## src/rtl/video_fill_pkg.sv

```systemverilog
// video_fill_pkg: shared FSM state type, register map offsets and default frame geometry
// for the video fill engine.
package video_fill_pkg;

    localparam int HMAX_DEF = 640;
    localparam int VMAX_DEF = 480;

    localparam logic [1:0] REG_ORIGIN = 2'd0;
    localparam logic [1:0] REG_SIZE   = 2'd1;
    localparam logic [1:0] REG_COLOR  = 2'd2;
    localparam logic [1:0] REG_CTRL   = 2'd3;

    typedef enum logic [1:0] {
        ST_IDLE,
        ST_SETUP,
        ST_RUN,
        ST_DONE
    } fill_state_e;

endpackage

```

## src/rtl/video_fill_regs.sv

```systemverilog
// video_fill_regs: register file of the fill engine (origin, size, color) plus the
// control-write strobes and the combinational read-back mux.
module video_fill_regs
    import video_fill_pkg::*;
#(
    parameter int DW = 9
) (
    input  logic          clk_sys,
    input  logic          reset_sys,
    input  logic          fill_cs,
    input  logic          fill_wr,
    input  logic [1:0]    fill_addr,
    input  logic [31:0]   fill_wr_data,
    output logic [31:0]   fill_rd_data,
    input  logic          busy,
    input  logic          done_irq,
    input  logic          aborted,
    output logic [9:0]    x0,
    output logic [8:0]    y0,
    output logic [9:0]    w,
    output logic [8:0]    h,
    output logic [DW-1:0] color,
    output logic          go_stb,
    output logic          abort_stb,
    output logic          clr_stb
);

    logic wr_en;
    logic ctrl_wr;
    logic unused_wr_bits;

    assign wr_en          = fill_cs && fill_wr;
    assign ctrl_wr        = wr_en && (fill_addr == REG_CTRL);
    assign go_stb         = ctrl_wr && fill_wr_data[0];
    assign abort_stb      = ctrl_wr && fill_wr_data[1];
    assign clr_stb        = ctrl_wr && fill_wr_data[2];
    assign unused_wr_bits = ^fill_wr_data;

    always_ff @(posedge clk_sys) begin
        if (reset_sys) begin
            x0    <= '0;
            y0    <= '0;
            w     <= '0;
            h     <= '0;
            color <= '0;
        end else if (wr_en) begin
            case (fill_addr)
                REG_ORIGIN: begin
                    x0 <= fill_wr_data[9:0];
                    y0 <= fill_wr_data[24:16];
                end
                REG_SIZE: begin
                    w <= fill_wr_data[9:0];
                    h <= fill_wr_data[24:16];
                end
                REG_COLOR: color <= fill_wr_data[DW-1:0];
                default: ;
            endcase
        end
    end

    always_comb begin
        fill_rd_data = '0;
        case (fill_addr)
            REG_ORIGIN: begin
                fill_rd_data[24:16] = y0;
                fill_rd_data[9:0]   = x0;
            end
            REG_SIZE: begin
                fill_rd_data[24:16] = h;
                fill_rd_data[9:0]   = w;
            end
            REG_COLOR: fill_rd_data[DW-1:0] = color;
            default:   fill_rd_data[2:0]    = {aborted, done_irq, busy};
        endcase
    end

endmodule

```

## src/rtl/video_fill_engine.sv

```systemverilog
// video_fill_engine: rectangle fill into the video frame buffer, yielding the bus to the CPU.
// Define FILL_CLIP_EN to clip off-frame pixels instead of rejecting out-of-frame fills.
module video_fill_engine
    import video_fill_pkg::*;
#(
    parameter int HMAX = HMAX_DEF,
    parameter int VMAX = VMAX_DEF,
    parameter int DW   = 9
) (
    input  logic        clk_sys,
    input  logic        reset_sys,
    input  logic        cpu_cs,
    input  logic        cpu_wr,
    input  logic [20:0] cpu_addr,
    input  logic [31:0] cpu_wr_data,
    input  logic        fill_cs,
    input  logic        fill_wr,
    input  logic [1:0]  fill_addr,
    input  logic [31:0] fill_wr_data,
    output logic [31:0] fill_rd_data,
    output logic        video_cs,
    output logic        video_wr,
    output logic [20:0] video_addr,
    output logic [31:0] video_wr_data,
    output logic        busy,
    output logic        done_irq
);

    localparam logic [19:0] HMAX_A = 20'(HMAX);

    fill_state_e   state;
    logic          aborted;
    logic [9:0]    x0, w;
    logic [8:0]    y0, h;
    logic [DW-1:0] color;
    logic          go_stb, abort_stb, clr_stb;

    logic [19:0]   addr_p1, step_p1;
    logic [10:0]   x_p1, x0_p1, xlast_p1;
    logic [9:0]    y_p1, ylast_p1;
    logic [DW-1:0] color_p1;
    logic          vld_p1;
    logic          last_col, last_pix;

    // Constant HMAX folds this into a fixed set of shifted adds.
    function automatic logic [19:0] mul_hmax(input logic [8:0] y);
        logic [19:0] acc;
        acc = '0;
        for (int i = 0; i < 20; i++)
            if (HMAX_A[i]) acc = acc + (20'(y) << i);
        return acc;
    endfunction

    video_fill_regs #(.DW(DW)) u_regs (
        .clk_sys      (clk_sys),
        .reset_sys    (reset_sys),
        .fill_cs      (fill_cs),
        .fill_wr      (fill_wr),
        .fill_addr    (fill_addr),
        .fill_wr_data (fill_wr_data),
        .fill_rd_data (fill_rd_data),
        .busy         (busy),
        .done_irq     (done_irq),
        .aborted      (aborted),
        .x0           (x0),
        .y0           (y0),
        .w            (w),
        .h            (h),
        .color        (color),
        .go_stb       (go_stb),
        .abort_stb    (abort_stb),
        .clr_stb      (clr_stb)
    );

    assign last_col = (x_p1 == xlast_p1);
    assign last_pix = last_col && (y_p1 == ylast_p1);

`ifdef FILL_CLIP_EN
    assign vld_p1 = (state == ST_RUN) && (x_p1 < 11'(HMAX)) && (y_p1 < 10'(VMAX));
`else
    logic oob;
    assign oob    = (({1'b0, x0} + {1'b0, w}) > 11'(HMAX)) ||
                    (({1'b0, y0} + {1'b0, h}) > 10'(VMAX));
    assign vld_p1 = (state == ST_RUN);
`endif

    always_ff @(posedge clk_sys) begin
        if (reset_sys) begin
            state    <= ST_IDLE;
            busy     <= 1'b0;
            done_irq <= 1'b0;
            aborted  <= 1'b0;
        end else begin
            if (clr_stb) done_irq <= 1'b0;
            if (abort_stb && state != ST_IDLE) begin
                state   <= ST_IDLE;
                busy    <= 1'b0;
                aborted <= 1'b1;
            end else begin
                unique case (state)
                    ST_IDLE: begin
                        if (go_stb && !abort_stb) begin
`ifdef FILL_CLIP_EN
                            state   <= ST_SETUP;
                            busy    <= 1'b1;
                            aborted <= 1'b0;
`else
                            if (oob) begin
                                aborted <= 1'b1;
                            end else begin
                                state   <= ST_SETUP;
                                busy    <= 1'b1;
                                aborted <= 1'b0;
                            end
`endif
                        end
                    end
                    ST_SETUP: state <= (w == '0 || h == '0) ? ST_DONE : ST_RUN;
                    ST_RUN:   if (!cpu_cs && last_pix) state <= ST_DONE;
                    ST_DONE: begin
                        state    <= ST_IDLE;
                        busy     <= 1'b0;
                        done_irq <= 1'b1;
                    end
                endcase
            end
        end
    end

    // Stage p1: geometry latched in SETUP, then walked one pixel per unstalled RUN cycle
    always_ff @(posedge clk_sys) begin
        if (state == ST_SETUP) begin
            addr_p1  <= mul_hmax(y0) + 20'(x0);
            step_p1  <= HMAX_A + 20'd1 - 20'(w);
            x_p1     <= {1'b0, x0};
            x0_p1    <= {1'b0, x0};
            xlast_p1 <= {1'b0, x0} + {1'b0, w} - 11'd1;
            y_p1     <= {1'b0, y0};
            ylast_p1 <= {1'b0, y0} + {1'b0, h} - 10'd1;
            color_p1 <= color;
        end else if (state == ST_RUN && !cpu_cs) begin
            if (!last_col) begin
                x_p1    <= x_p1 + 11'd1;
                addr_p1 <= addr_p1 + 20'd1;
            end else begin
                x_p1    <= x0_p1;
                y_p1    <= y_p1 + 10'd1;
                addr_p1 <= addr_p1 + step_p1;
            end
        end
    end

    always_comb begin
        if (cpu_cs) begin
            video_cs      = 1'b1;
            video_wr      = cpu_wr;
            video_addr    = cpu_addr;
            video_wr_data = cpu_wr_data;
        end else begin
            video_cs      = vld_p1;
            video_wr      = vld_p1;
            video_addr    = vld_p1 ? {1'b1, addr_p1} : '0;
            video_wr_data = vld_p1 ? 32'(color_p1) : '0;
        end
    end

endmodule

```

## config.mk

```make
export PLATFORM = sky130hd
export DESIGN_NAME = video_fill_engine
export DESIGN_NICKNAME = d
export VERILOG_FILES = /design/src/rtl/video_fill_pkg.sv /design/src/rtl/video_fill_regs.sv /design/src/rtl/video_fill_engine.sv
export SDC_FILE = /design/constraint.sdc
export NUM_CORES = 1
export LEC_CHECK = 0
export BUFFER_PORTS_ARGS = -buffer_cell sky130_fd_sc_hd__buf_4
export CAP_MARGIN = 25
export CORE_MARGIN = 1.5
export CORE_UTILIZATION = 45
export DETAILED_ROUTE_END_ITERATION = 10
export GPL_ROUTABILITY_DRIVEN = 1
export PLACE_DENSITY = 0.67
export SETUP_SLACK_MARGIN = 0.5
export SLEW_MARGIN = 20
export SYNTH_ARGS = -nofsm -noshare
export SYNTH_HDL_FRONTEND = slang
export SYNTH_SLANG_ARGS = --single-unit
```

## constraint.sdc

```tcl
create_clock -name clk_sys -period 4.9 [get_ports clk_sys]
set_clock_uncertainty 0.05 [all_clocks]
set_input_delay 0.245 -clock clk_sys [delete_from_list [all_inputs] [get_ports clk_sys]]
set_output_delay 0.245 -clock clk_sys [all_outputs]
set_load 0.01 [all_outputs]
```

==> run metrics <==
Worst IR Drop VDD approximately 0.28 mV; Fin. Hold Viols 0; FMAX roughly 0.25 GHz; DRC Markers 0; clock tree sinks around 140; Final setup viols 0; slew margin rel. between 40% and 50%; Avg WL per Cell roughly 16 microns; Required @ worst endpoint approximately 5.0 ns; Antenna diodes 0; syn_area_per_cell roughly 9 sq um; routed vias/inst 5.45; Initial Util between 40% and 50%; CTS buffer count 17; CTS HTree Levels 4; chip height around 150 microns; hold depth 3; Seq/Total Area, Yosys 40.3%; port buffer count around 160; clk root buf clkbuf_16; row cnt between 50 and 60; post-route ant nets 0; Switch Pwr 0.00142 W; final worst path period share between 80% and 90%; max-slew violation count 0; min cycle time layout just over 4 ns; synthesized area between 0.009 and 0.01 sq mm; max_cap viols 0; Leak around 4.6 nW; CP startpoint kind register; Initial DRC Count 455; Die Footprint 0.0217 sq mm; predominant post-synthesis flop cell edfxtp_1; number of synthesized register bits ~140; CP Class register to register; Comb power frac between 20% and 30%; Initial DRT Pass Iterations 5; Synth area leader edfxtp_1; slowest CP cell and3_2; vias in the first global route 7443; initial antenna violation count 0; post-synth cell types 72; routed vias between 7000 and 8000; Final Cell Area 0.0113 sq mm; FILL cells 1900; reg2reg path depth 14; Clock transition at path regs 0.06 ns; Least-Margin Pin Slew about 0.86 ns; total negative setup slack 0 ns; CP peak stage delay ~0.49 ns; Overall Global Routing Usage 21.7%; Max Buffers Root-to-Sink 2; P&R area growth vs syn 20.3%; RSZ-0062 raised after global routing no; Synth top area share between 20% and 30%; GPL Wtd Cong 0.827; FF-to-FF Start x_p1[8]; Area contributors post-synth edfxtp_1 29%, dfxtp_1 12%, nand2_1 6.9%; Worst R2R End addr_p1[17]; CP endpoint kind register; hold path startpoint fill_wr_data[18]; status finished, final reports clean; routed wire length around 23000 microns; Final Net Count around 1300; CTS tree done; HPWL after detailed placement about 17000 microns; Internal Power approximately 0.0029 W; cell count after synthesis about 1000; Worst-Skew Late Latency approximately 0.43 ns; Clk network pwr share approximately 29%; Hold EP u_regs.h[2]; Crit path top cell by count nand2_1; reg2reg setup slack 0.87 ns; grt ovf 0; Post-synth EDFFs 90; Arr. time, crit path a little over 4 ns; pwr dens roughly 380 mW/mm^2; Area after DPL 0.0107 sq mm; core area around 0.02 sq mm; fraction of layout cells with a size suffix above 1 around 19%; largest net degree at the start of global routing 84; sequential power share between 40 and 50%; die outline width between 100 and 150 microns; worst-path fanout max 22; first-pass GRT wire length roughly 37000 microns; critical-path cell list xor2_1 -> nor4_2 -> and3_2 -> nand2_1 -> inv_1 -> ha_1 -> a21oi_1 -> o2111ai_1 -> nand2_1 -> o2111ai_2 -> or4_1 -> o31ai_1 -> xnor2_1 -> mux2i_1; synth warn 0; Hold Crit Class input port to register; Sw Share 33.1%; FFs w/ async S/R, synth 0%; io pins 182
-- cells in the final DEF (no fill, tap or decap), drive strengths merged, types with 18 or more instances in the layout --
| cell | n |
|---|---|
| nor3 | 22 |
| buf | 160 |
| nand2 | 172 |
| xnor2 | 43 |
| dfxtp | 54 |
| inv | 40 |
| xor2 | 60 |
| ha | 50 |
| edfxtp | 90 |
| mux2i | 23 |
| a21oi | 86 |
| clkbuf | 20 |
| and2 | 35 |
| a22o | 18 |
| nor2 | 61 |
| nand3 | 22 |
| o21ai | 62 |
-- per-stage QoR --
stage	instances	hold slack [ns]	utilization (%)	total power [W]	setup slack, ns
floorplan	1047	0.331	-	0.00271	0.803
global route	1453	0.0123	55.4	0.00454	0.572
global placement	1420	0.384	52.6	0.00305	0.966
CTS	1453	0.00481	55.4	0.00432	0.872
finish	1453	0.0150	55.4	0.00429	0.874
detailed placement	1420	0.394	52.6	0.00307	0.919
-- cells in the mapped netlist, types with 6 or more instances --
master / count
and3_1: 10
clkbuf_1: 38
nand2_1: 172
nor2_1: 61
nor4_1: 7
xor2_1: 60
a21oi_1: 86
edfxtp_1: 90
a21o_1: 10
or2_2: 6
xnor2_1: 43
ha_1: 50
and2_1: 35
o21ai_0: 60
nand2b_1: 6
nand3_1: 22
mux2i_1: 23
a22o_1: 18
buf_4: 13
inv_1: 33
nand4_1: 6
nor3_1: 21
nor2b_1: 8
or4_1: 6
dfxtp_1: 54
-- metal layers --
layer | vias to the layer above | GRT usage (%) | routed length [microns]
li1 | 3919 | - | -
met1 | 3691 | 29.4 | 10900
met2 | 289 | 35.6 | 10600
met3 | 24 | 3.98 | 1610
met4 | 0 | 6.05 | 340
met5 | - | 0 | 0
-- critical path: cells and delay by family (launching register included) --
family / cells / cell delay, ns
XOR/XNOR: 2 / 0.34
AO/OA/AOI/OAI: 4 / 0.89
buffers and inverters: 1 / 0.08
multiplexers: 1 / 0.08
flip-flops: 1 / 0.47
AND/OR/NAND/NOR: 5 / 1.63
adder cells (fa/ha/maj): 1 / 0.22
-- kinds of logic (layout without fill, tap and decap cells) --
group	Yosys count	after routing	synth area share (%)
compound gates	227	227	14.9
xor+xnor	103	103	9.62
fa+ha+maj	55	55	7.74
buf+inv	91	227	4.25
flops	144	144	40.3
mux	30	30	3.65
other cells	1	13	0.0400
simple gates	384	384	19.4
-- sequential cells by signal, indices dropped and copies added (netlist names) --
register      count
step_p1          11
u_regs.x0        10
done_irq          1
y_p1             10
ylast_p1         10
xlast_p1         11
busy              1
x0_p1            10
u_regs.w         10
x_p1             11
u_regs.h          9
addr_p1          20
u_regs.color      9
color_p1          9
state             2
u_regs.y0         9
aborted           1
-- what timing repair did --
item / CTS / global route
gates resized for setup: 0 / 0
buffers inserted: 0 / 0
setup endpoints to repair: 0 / 0
hold endpoints to repair: 1 / 0
hold buffers: 1 / 0
-- worst max path at each step --
stage	start	to	slack [ns]
after floorplan	x_p1[5]	addr_p1[18]	0.80
after global placement	x_p1[5]	addr_p1[17]	0.97
after detailed placement	x_p1[8]	addr_p1[17]	0.92
after CTS	x_p1[5]	addr_p1[17]	0.87
after global routing	x_p1[5]	addr_p1[17]	0.57
final	x_p1[8]	addr_p1[17]	0.87
-- power groups by stage --
stage | Clock [W] | Combinational, W | Sequential (W)
6_report | 0.00124 | 0.00112 | 0.00193
3_3_place_gp | 0 | 0.00110 | 0.00195
5_1_grt | 0.00131 | 0.00126 | 0.00196
3_5_place_dp | 0 | 0.00113 | 0.00195
4_1_cts | 0.00126 | 0.00113 | 0.00193
2_1_floorplan | 0 | 0.000846 | 0.00187
-- cell type report --
class | instances | area, sq um | share of cell area [%]
Tap cell | 270 | 338 | 2.99
Clock buffer | 20 | 468 | 4.15
Inverter | 34 | 128 | 1.13
Clock inverter | 12 | 96.3 | 0.854
Timing Repair Buffer | 161 | 1210 | 10.7
Sequential cell | 144 | 3780 | 33.5
Multi-Input combinational cell | 812 | 5260 | 46.6
(Power assumes the default switching activity.)
